===== src/rtl/noc_pkg.sv =====
// Shared port indices, select/index types and small helpers for the 5-port router.
package noc_pkg;

  localparam int NUM_PORTS = 5;

  typedef logic [2:0] port_idx_t;
  typedef logic [NUM_PORTS-1:0] sel_t;

  localparam port_idx_t P_IDX = 3'd0;
  localparam port_idx_t E_IDX = 3'd1;
  localparam port_idx_t S_IDX = 3'd2;
  localparam port_idx_t W_IDX = 3'd3;
  localparam port_idx_t N_IDX = 3'd4;

  function automatic port_idx_t next_idx(input port_idx_t p);
    return (p >= port_idx_t'(NUM_PORTS - 1)) ? '0 : p + 3'd1;
  endfunction

  function automatic port_idx_t onehot_to_idx(input sel_t s);
    port_idx_t r;
    r = '0;
    for (int k = 0; k < NUM_PORTS; k++) begin
      if (s[k]) r = port_idx_t'(k);
    end
    return r;
  endfunction

endpackage


===== src/rtl/rr_arbiter5.sv =====
// Combinational 5-way round-robin pick: first request at or after ptr, wrapping modulo 5.
module rr_arbiter5
  import noc_pkg::*;
(
  input  logic [NUM_PORTS-1:0] req,
  input  port_idx_t            ptr,
  output sel_t                 gnt
);

  port_idx_t idx;
  logic      found;

  always_comb begin
    gnt   = '0;
    found = 1'b0;
    idx   = (ptr > N_IDX) ? P_IDX : ptr;
    for (int k = 0; k < NUM_PORTS; k++) begin
      if (!found && req[idx]) begin
        gnt[idx] = 1'b1;
        found    = 1'b1;
      end
      idx = next_idx(idx);
    end
  end

endmodule


===== src/rtl/switch_allocator.sv =====
// Per-cycle wormhole switch allocator for the 5-port crossbar, registered outputs.
// Optional downstream credit gating is compiled in with `define ALLOC_CREDIT_EN.
module switch_allocator
  import noc_pkg::*;
#(
  parameter int CREDIT_DEPTH = 4,
  parameter int RR_INIT      = 0
)
(
  input  logic                   clk,
  input  logic                   rst_n,
  input  logic [NUM_PORTS-1:0]   in_req,
  input  logic [3*NUM_PORTS-1:0] in_port,
  input  logic [NUM_PORTS-1:0]   in_tail,
  output logic [NUM_PORTS-1:0]   in_gnt,
  output sel_t                   proc_sel_code,
  output sel_t                   east_sel_code,
  output sel_t                   south_sel_code,
  output sel_t                   west_sel_code,
  output sel_t                   north_sel_code,
  output logic [NUM_PORTS-1:0]   out_busy
`ifdef ALLOC_CREDIT_EN
  ,
  input  logic [NUM_PORTS-1:0]   credit_ret
`endif
);

  // Handshake: in_req is a level held with in_port/in_tail until the input sees
  // in_gnt; in_gnt is a one-cycle pop strobe, registered one edge after sampling.

  port_idx_t            dest     [NUM_PORTS];
  port_idx_t            hold_out [NUM_PORTS];
  logic [NUM_PORTS-1:0] legal;
  logic [NUM_PORTS-1:0] hold_any;
  logic [NUM_PORTS-1:0] cand     [NUM_PORTS];
  sel_t                 arb_gnt  [NUM_PORTS];
  sel_t                 gnt_oh   [NUM_PORTS];
  logic [NUM_PORTS-1:0] out_gnt_any;
  logic [NUM_PORTS-1:0] in_gnt_n;
  logic [NUM_PORTS-1:0] credit_ok;
  port_idx_t            widx;

  logic [NUM_PORTS-1:0] lock_q, lock_n;
  port_idx_t            owner_q [NUM_PORTS];
  port_idx_t            owner_n [NUM_PORTS];
  port_idx_t            ptr_q   [NUM_PORTS];
  port_idx_t            ptr_n   [NUM_PORTS];
  sel_t                 sel_q   [NUM_PORTS];
  logic [NUM_PORTS-1:0] gnt_q;

  // An input that owns a locked output is only a candidate for that output.
  always_comb begin
    legal    = '0;
    hold_any = '0;
    for (int i = 0; i < NUM_PORTS; i++) begin
      dest[i]     = in_port[3*i +: 3];
      hold_out[i] = '0;
      legal[i]    = in_req[i] && (dest[i] <= N_IDX) && (dest[i] != port_idx_t'(i));
    end
    for (int o = 0; o < NUM_PORTS; o++) begin
      if (lock_q[o]) begin
        hold_any[owner_q[o]] = 1'b1;
        hold_out[owner_q[o]] = port_idx_t'(o);
      end
    end
    for (int o = 0; o < NUM_PORTS; o++) begin
      cand[o] = '0;
      for (int i = 0; i < NUM_PORTS; i++) begin
        cand[o][i] = legal[i] && (dest[i] == port_idx_t'(o))
                     && (!hold_any[i] || (hold_out[i] == port_idx_t'(o)));
      end
    end
  end

  for (genvar o = 0; o < NUM_PORTS; o++) begin : g_arb
    rr_arbiter5 u_arb (
      .req (cand[o]),
      .ptr (ptr_q[o]),
      .gnt (arb_gnt[o])
    );
  end

  always_comb begin
    lock_n      = lock_q;
    out_gnt_any = '0;
    in_gnt_n    = '0;
    widx        = '0;
    for (int o = 0; o < NUM_PORTS; o++) begin
      owner_n[o] = owner_q[o];
      ptr_n[o]   = ptr_q[o];
      gnt_oh[o]  = '0;
    end
    for (int o = 0; o < NUM_PORTS; o++) begin
      if (lock_q[o]) begin
        if (credit_ok[o] && cand[o][owner_q[o]]) begin
          gnt_oh[o][owner_q[o]] = 1'b1;
          if (in_tail[owner_q[o]]) lock_n[o] = 1'b0;
        end
      end else if (credit_ok[o] && (|cand[o])) begin
        widx      = onehot_to_idx(arb_gnt[o]);
        gnt_oh[o] = arb_gnt[o];
        ptr_n[o]  = next_idx(widx);
        if (!in_tail[widx]) begin
          lock_n[o]  = 1'b1;
          owner_n[o] = widx;
        end
      end
      out_gnt_any[o] = |gnt_oh[o];
      in_gnt_n       = in_gnt_n | gnt_oh[o];
    end
  end

  always_ff @(posedge clk or negedge rst_n) begin
    if (!rst_n) begin
      lock_q <= '0;
      gnt_q  <= '0;
      for (int o = 0; o < NUM_PORTS; o++) begin
        owner_q[o] <= '0;
        ptr_q[o]   <= port_idx_t'(RR_INIT);
        sel_q[o]   <= '0;
      end
    end else begin
      lock_q <= lock_n;
      gnt_q  <= in_gnt_n;
      for (int o = 0; o < NUM_PORTS; o++) begin
        owner_q[o] <= owner_n[o];
        ptr_q[o]   <= ptr_n[o];
        sel_q[o]   <= gnt_oh[o];
      end
    end
  end

`ifdef ALLOC_CREDIT_EN
  localparam int CW = $clog2(CREDIT_DEPTH + 1);
  logic [CW-1:0] credit_q [NUM_PORTS];

  always_comb begin
    for (int o = 0; o < NUM_PORTS; o++) begin
      credit_ok[o] = (credit_q[o] != '0);
    end
  end

  // A return and a grant in the same cycle cancel, even when the counter is full.
  always_ff @(posedge clk or negedge rst_n) begin
    if (!rst_n) begin
      for (int o = 0; o < NUM_PORTS; o++) credit_q[o] <= CW'(CREDIT_DEPTH);
    end else begin
      for (int o = 0; o < NUM_PORTS; o++) begin
        if (out_gnt_any[o] && !credit_ret[o]) begin
          credit_q[o] <= credit_q[o] - 1'b1;
        end else if (!out_gnt_any[o] && credit_ret[o] && (credit_q[o] < CW'(CREDIT_DEPTH))) begin
          credit_q[o] <= credit_q[o] + 1'b1;
        end
      end
    end
  end
`else
  // A zero-depth downstream buffer could never accept a flit.
  assign credit_ok = {NUM_PORTS{CREDIT_DEPTH > 0}};
`endif

  assign in_gnt         = gnt_q;
  assign proc_sel_code  = sel_q[P_IDX];
  assign east_sel_code  = sel_q[E_IDX];
  assign south_sel_code = sel_q[S_IDX];
  assign west_sel_code  = sel_q[W_IDX];
  assign north_sel_code = sel_q[N_IDX];
  assign out_busy       = lock_q;

endmodule

===== config.mk =====
export PLATFORM = sky130hd
export DESIGN_NAME = switch_allocator
export DESIGN_NICKNAME = d
export VERILOG_FILES = /design/src/rtl/noc_pkg.sv /design/src/rtl/rr_arbiter5.sv /design/src/rtl/switch_allocator.sv
export SDC_FILE = /design/constraint.sdc
export NUM_CORES = 1
export LEC_CHECK = 0
export CAP_MARGIN = 10
export CORE_MARGIN = 3
export CORE_UTILIZATION = 48
export DETAILED_ROUTE_END_ITERATION = 16
export GPL_ROUTABILITY_DRIVEN = 1
export PLACE_DENSITY = 0.77
export SETUP_SLACK_MARGIN = 0.15
export SYNTH_ARGS = -nofsm -noshare
export SYNTH_HDL_FRONTEND = slang
export SYNTH_HIERARCHICAL = 1
export SYNTH_SLANG_ARGS = --single-unit

===== constraint.sdc =====
create_clock -name clk -period 4.46 [get_ports clk]
set_clock_uncertainty 0.2 [all_clocks]
set_input_delay 1.115 -clock clk [delete_from_list [all_inputs] [get_ports clk]]
set_output_delay 1.115 -clock clk [all_outputs]
set_load 0.01 [all_outputs]

---- After elaboration in Yosys (flattened, before gate mapping) ----
Cells that the tools add are included.
storage, ports and cells
  flip-flop bits (word level) ............. 65
  input port bits ......................... 27
  output and inout port bits .............. 35
  logic and storage cells ................. 737
operators by class
  add/subtract/negate cells ............... 25
  $lt $le $gt $ge ......................... 108
  equality and inequality tests ........... 44
  multiplexer cells ....................... 302
  bitwise operators ....................... 51
  reductions and logical operators ........ 190
operator list
  operator             count
  $mux 5               45
  $mux 3               59
  $or 5x5->5           30
  $lt 3x4->1 const B   35
  $bmux 1 s3           40
  $mux 1               120
  $logic_and 1x1->1    114
  $demux 1 s3          30
  $ge 3x1->1 const B   30
  $add 3x1->3 const B  25
  $ge 3x3->1 const B   25
  $eq 3x2->1 const B   20
  $mux 15              3
  $demux 3 s3          4
  $eq 3x1->1 const B   10
  $eq 3x3->1 const B   10
  $logic_not 3->1      10
  $logic_not 1->1      25
  $logic_or 1x1->1     25
  $reduce_or 5->1      5
  $and 10x10->10       2
  $not 10->10          2
  $ge 4x4->1 const B   4
  $lt 4x1->1 const B   4
  other kinds (14)     43

---- Depth between registers and ports, before layout ----
  depth in word-level cells ............... 42
  depth in mapped cells ................... 20
  depth with buffers taken out ............ 18

---- By module ----
Netlist, hierarchy kept.
by module, submodules not included
  module                             times used  cells each  area an instance (µm²)  sequential area each (µm²)
  switch_allocator                   1           412         4,142.7                 1,626.6
  rr_arbiter5 at g_arb[0].u_arb ...  4           127         894.6                   0.0
  rr_arbiter5 at g_arb[4].u_arb      1           124         849.6                   0.0

---- Worst setup path before layout ----
No wires, ideal clock.
  kind .................................... input -> register
  start ................................... input in_port[13]
  end ..................................... register owner_q[13] in the netlist's numbering
  library setup time ...................... 128 ps
  arrival ................................. 5,000 ps
  data required time ...................... 4,132 ps
  slack ................................... -868 ps
  stages on the path ...................... 15
  buffers on the path ..................... 0
  cells stage by stage .................... or3b_2 or4_1 nor3_2 inv_1 o311a_1 a21oi_2 o21ai_4 mux2i_1 a32o_1 a311o_1 a21oi_1 o22ai_1 mux2_2 o211ai_1 mux2_1
RTL lines
  what                           RTL line                 source
  start, declared                switch_allocator.sv:13   input logic [3*NUM_PORTS-1:0] in_port,
  end signal, assigned by index  switch_allocator.sv:126  owner_q[o] <= owner_n[o];
  end, declared                  switch_allocator.sv:44   port_idx_t owner_q [NUM_PORTS];

==> results.py <==
metrics = {
    "run_status": {
        "status": "finished, violations left",
        "violations": "setup timing",
    },
    "global_route": {
        "first_global_vias": 10224,
        "grt_max_degree": 39,
        "grt_pass1_wl_um": 52900,
        "grt_antenna_before_repair": 0,
        "grt_usage_pct": 32.5,
        "grt_overflow": 0,
    },
    "placement": {
        "placed_cell_area_mm2": 0.0114,
        "numPortBuffers": 61,
        "pre_cts_slack_ps": -1230,
        "routabilityCongestion": 1.00,
        "hpwl_um": 23900,
    },
    "finish": {
        "final_cell_area_mm2": 0.0128,
        "diodes": 0,
        "finalNetCount": 1466,
        "area_growth_pct": 48.8,
        "fin_util_pct": 73.2,
        "layout-drive-gt1-share_pct": 41.2,
    },
    "timing": {
        "max_freq_mhz": 194,
        "worstMarginPinSlew_ps": 917,
        "whs_ps": 443,
        "rsz0062_at_grt": "yes",
        "setup_violations": 26,
        "slew_headroom_pct": 38.9,
        "final-max-slew-violation-count": 0,
        "layout_setup_ws_ps": -693,
        "finalSetupTns_ps": -6980,
        "period_share_pct": 116,
        "hold_violations": 0,
        "period_minus_slack_ps": 5150,
    },
    "pwr": {
        "p_sw_w": 0.00535,
        "power_frac_comb_pct": 84.9,
        "ir_drop_v": 0.000534,
        "p_seq_share_pct": 8.7,
        "power.clock.fraction_pct": 6.4,
        "p_leak_nw": 5.80,
        "power_density_mw_per_mm2": 868,
        "switching_share_pct": 48.3,
        "p_int_w": 0.00572,
    },
    "synthesis": {
        "synth_ff_type": "dfrtp_1",
        "synth_seq_cells": 65,
        "synth_edf_count": 0,
        "ys_warn_count": 6,
        "yosysTopAreaCell": "dfrtp_1",
        "synthTopCellsByCount": "86 x nor2_1, 65 x dfrtp_1, 58 x inv_1",
        "synth_cell_type_count": 101,
        "synth_top_area_share_pct": 19.0,
        "synth_most_common_cell": "nor2_1",
        "syn_area_mm2": 0.00857,
        "synth.avg_cell_area_um2": 8.21,
        "synthArstFlopShare_pct": 100,
        "syn-instance-count": 1044,
        "ys_seq_area_share_pct": 19.0,
        "synth.area.top_cells": "dfrtp_1 19%, nor2_1 3.8%, mux2i_1 3.7%",
    },
    "clock_network": {
        "cts_max_level": 3,
        "path_clk_slew_ps": 60,
        "cts_buffers": 9,
        "cts_root_buf": "clkbuf_16",
        "holdBufCountCts": 0,
        "cts.sinks": 65,
        "clkLatencyLatePin_ps": 340,
        "clk_path_buf_depth": 2,
        "tritoncts": "yes",
    },
    "drt": {
        "first_pass_iters": 7,
        "ant_nets": 0,
        "vias": 10616,
        "wl_um": 34700,
        "wl_per_cell_um": 21.0,
        "drt-initial-drc-count": 1241,
        "drc_errors": 0,
        "viasPerCell": 6.44,
    },
    "worst_setup_path": {
        "slowest_stage": "or4_4",
        "cp-end-kind": "register",
        "crit_buf_inv": 3,
        "path_cells": "buf_6, or3b_4, or4_4, nor3_4, buf_4, nand4bb_1, o311a_1, a21oi_2, o21ai_4, and4b_1, buf_4, a22oi_1, nand2_1, a21oi_4, o22ai_2, mux2_4, o211ai_1, mux2_1",
        "cp.required_ps": 4480,
        "max_stage_delay_ps": 450,
        "path_common_cell": "buf_4",
        "crit_family": "simple AND/OR/NAND/NOR gates",
        "crit_fanout": 5,
        "arrival_ps": 5180,
        "start_kind": "input port",
        "crit_type": "in -> reg",
    },
    "floorplan": {
        "rows": 48,
        "io-pin-count": 62,
        "die_w_um": 140,
        "die_area_mm2": 0.0195,
        "coreArea_mm2": 0.0174,
        "die_h_um": 140,
        "initial_core_util_pct": 49.2,
    },
    "flow_run": {
        "cap_violations": 0,
    },
    "min_path": {
        "hp-class": "reg -> reg",
    },
}
area by class of cell:
type	count	area [µm²]
clock inverter	5	57.6
sequential	65	1630
multi-input combinational	872	7040
tap	225	282
timing repair buffer	405	3270
clock buffer	10	229
fill	1227	4660
inverter	67	251
registers in the layout, summed over array words and instances, names as in the netlist:
name,count
west_sel_code,5
out_busy,5
proc_sel_code,5
in_gnt,5
south_sel_code,5
ptr_q,15
owner_q,15
east_sel_code,5
north_sel_code,5
path summary, 6_finish.rpt:
path / startpoint / to / slack (ps) / cells after the start
worst max-delay path: in_port[13] / owner_q[12]$_DFFE_PN0P_ / -690 / 18
worst min-delay path: owner_q[2]$_DFFE_PN0P_ / owner_q[2]$_DFFE_PN0P_ / 440 / 2
min in group asynchronous: rst_n / ptr_q[12]$_DFFE_PN0P_ / 700 / 1
worst min register to register: owner_q[2]$_DFFE_PN0P_ / owner_q[2]$_DFFE_PN0P_ / 440 / 2
worst max register to register: owner_q[1]$_DFFE_PN0P_ / owner_q[12]$_DFFE_PN0P_ / -350 / 18
max in group asynchronous: rst_n / in_gnt[0]$_DFF_PN0_ / 2570 / 2
power by group through the flow:
stage | clock (W) | combinational, W | sequential, W
after global placement | 0 | 0.00762 | 0.000949
after floorplan | 0 | 0.00481 | 0.000944
after CTS | 0.000705 | 0.00828 | 0.000948
after global routing | 0.000737 | 0.0100 | 0.000979
final | 0.000707 | 0.00940 | 0.000964
after detailed placement | 0 | 0.00772 | 0.000957
routing by layer:
metal  track usage (%)  part of all wire, %  vias up
met5                 0                    0        -
met4              14.1                  5.5        0
met3              5.29                  9.3      191
met2              52.7                   46      683
met1              43.0                   40     4998
li1                  -                    -     4744
per-stage QoR:
stage | total power (W) | cells
6_report | 0.0111 | 1649
5_1_grt | 0.0117 | 1649
4_1_cts | 0.00993 | 1628
3_5_place_dp | 0.00867 | 1570
3_3_place_gp | 0.00857 | 1570
2_1_floorplan | 0.00576 | 1079
kinds of logic after synthesis:
group | count (synthesis) | share of synthesized area, %
AO/OA/AOI/OAI | 331 | 30.5
flip-flops | 65 | 19.0
other | 1 | 0.0438
adder cells (fa/ha/maj) | 23 | 3.24
XOR/XNOR | 5 | 0.511
multiplexers | 48 | 5.84
buffers and inverters | 142 | 7.71
AND/OR/NAND/NOR | 429 | 33.2
cells in the final DEF, fill, tap and decap left out, types with 16 or more instances in the layout:
cell,count
nand4_1,21
nand2_1,36
nor2b_1,28
o21ai_0,40
clkdlybuf4s50_1,40
a22o_1,17
mux2i_1,31
conb_1,36
a21oi_1,39
inv_2,16
o211ai_1,17
buf_4,318
nor2_1,76
dfrtp_1,64
nor3_1,24
nand3_1,39
inv_1,51
buf_6,31
worst min-delay path, delay by kind of cell (launching register included):
family                 cells  cell delay (ps)
flip-flops                 1              370
buffers and inverters      1              120
AO/OA/AOI/OAI              1              110
timing repair:
item | in CTS | in global routing
gates cloned | 0 | 0
gates resized for setup | 142 | 86
endpoints found under the setup margin | 51 | 42
hold endpoints to repair | 0 | 0
pin swaps | 62 | 44
setup buffers | 43 | 21
Note: power is estimated with default switching activity, not from simulation.
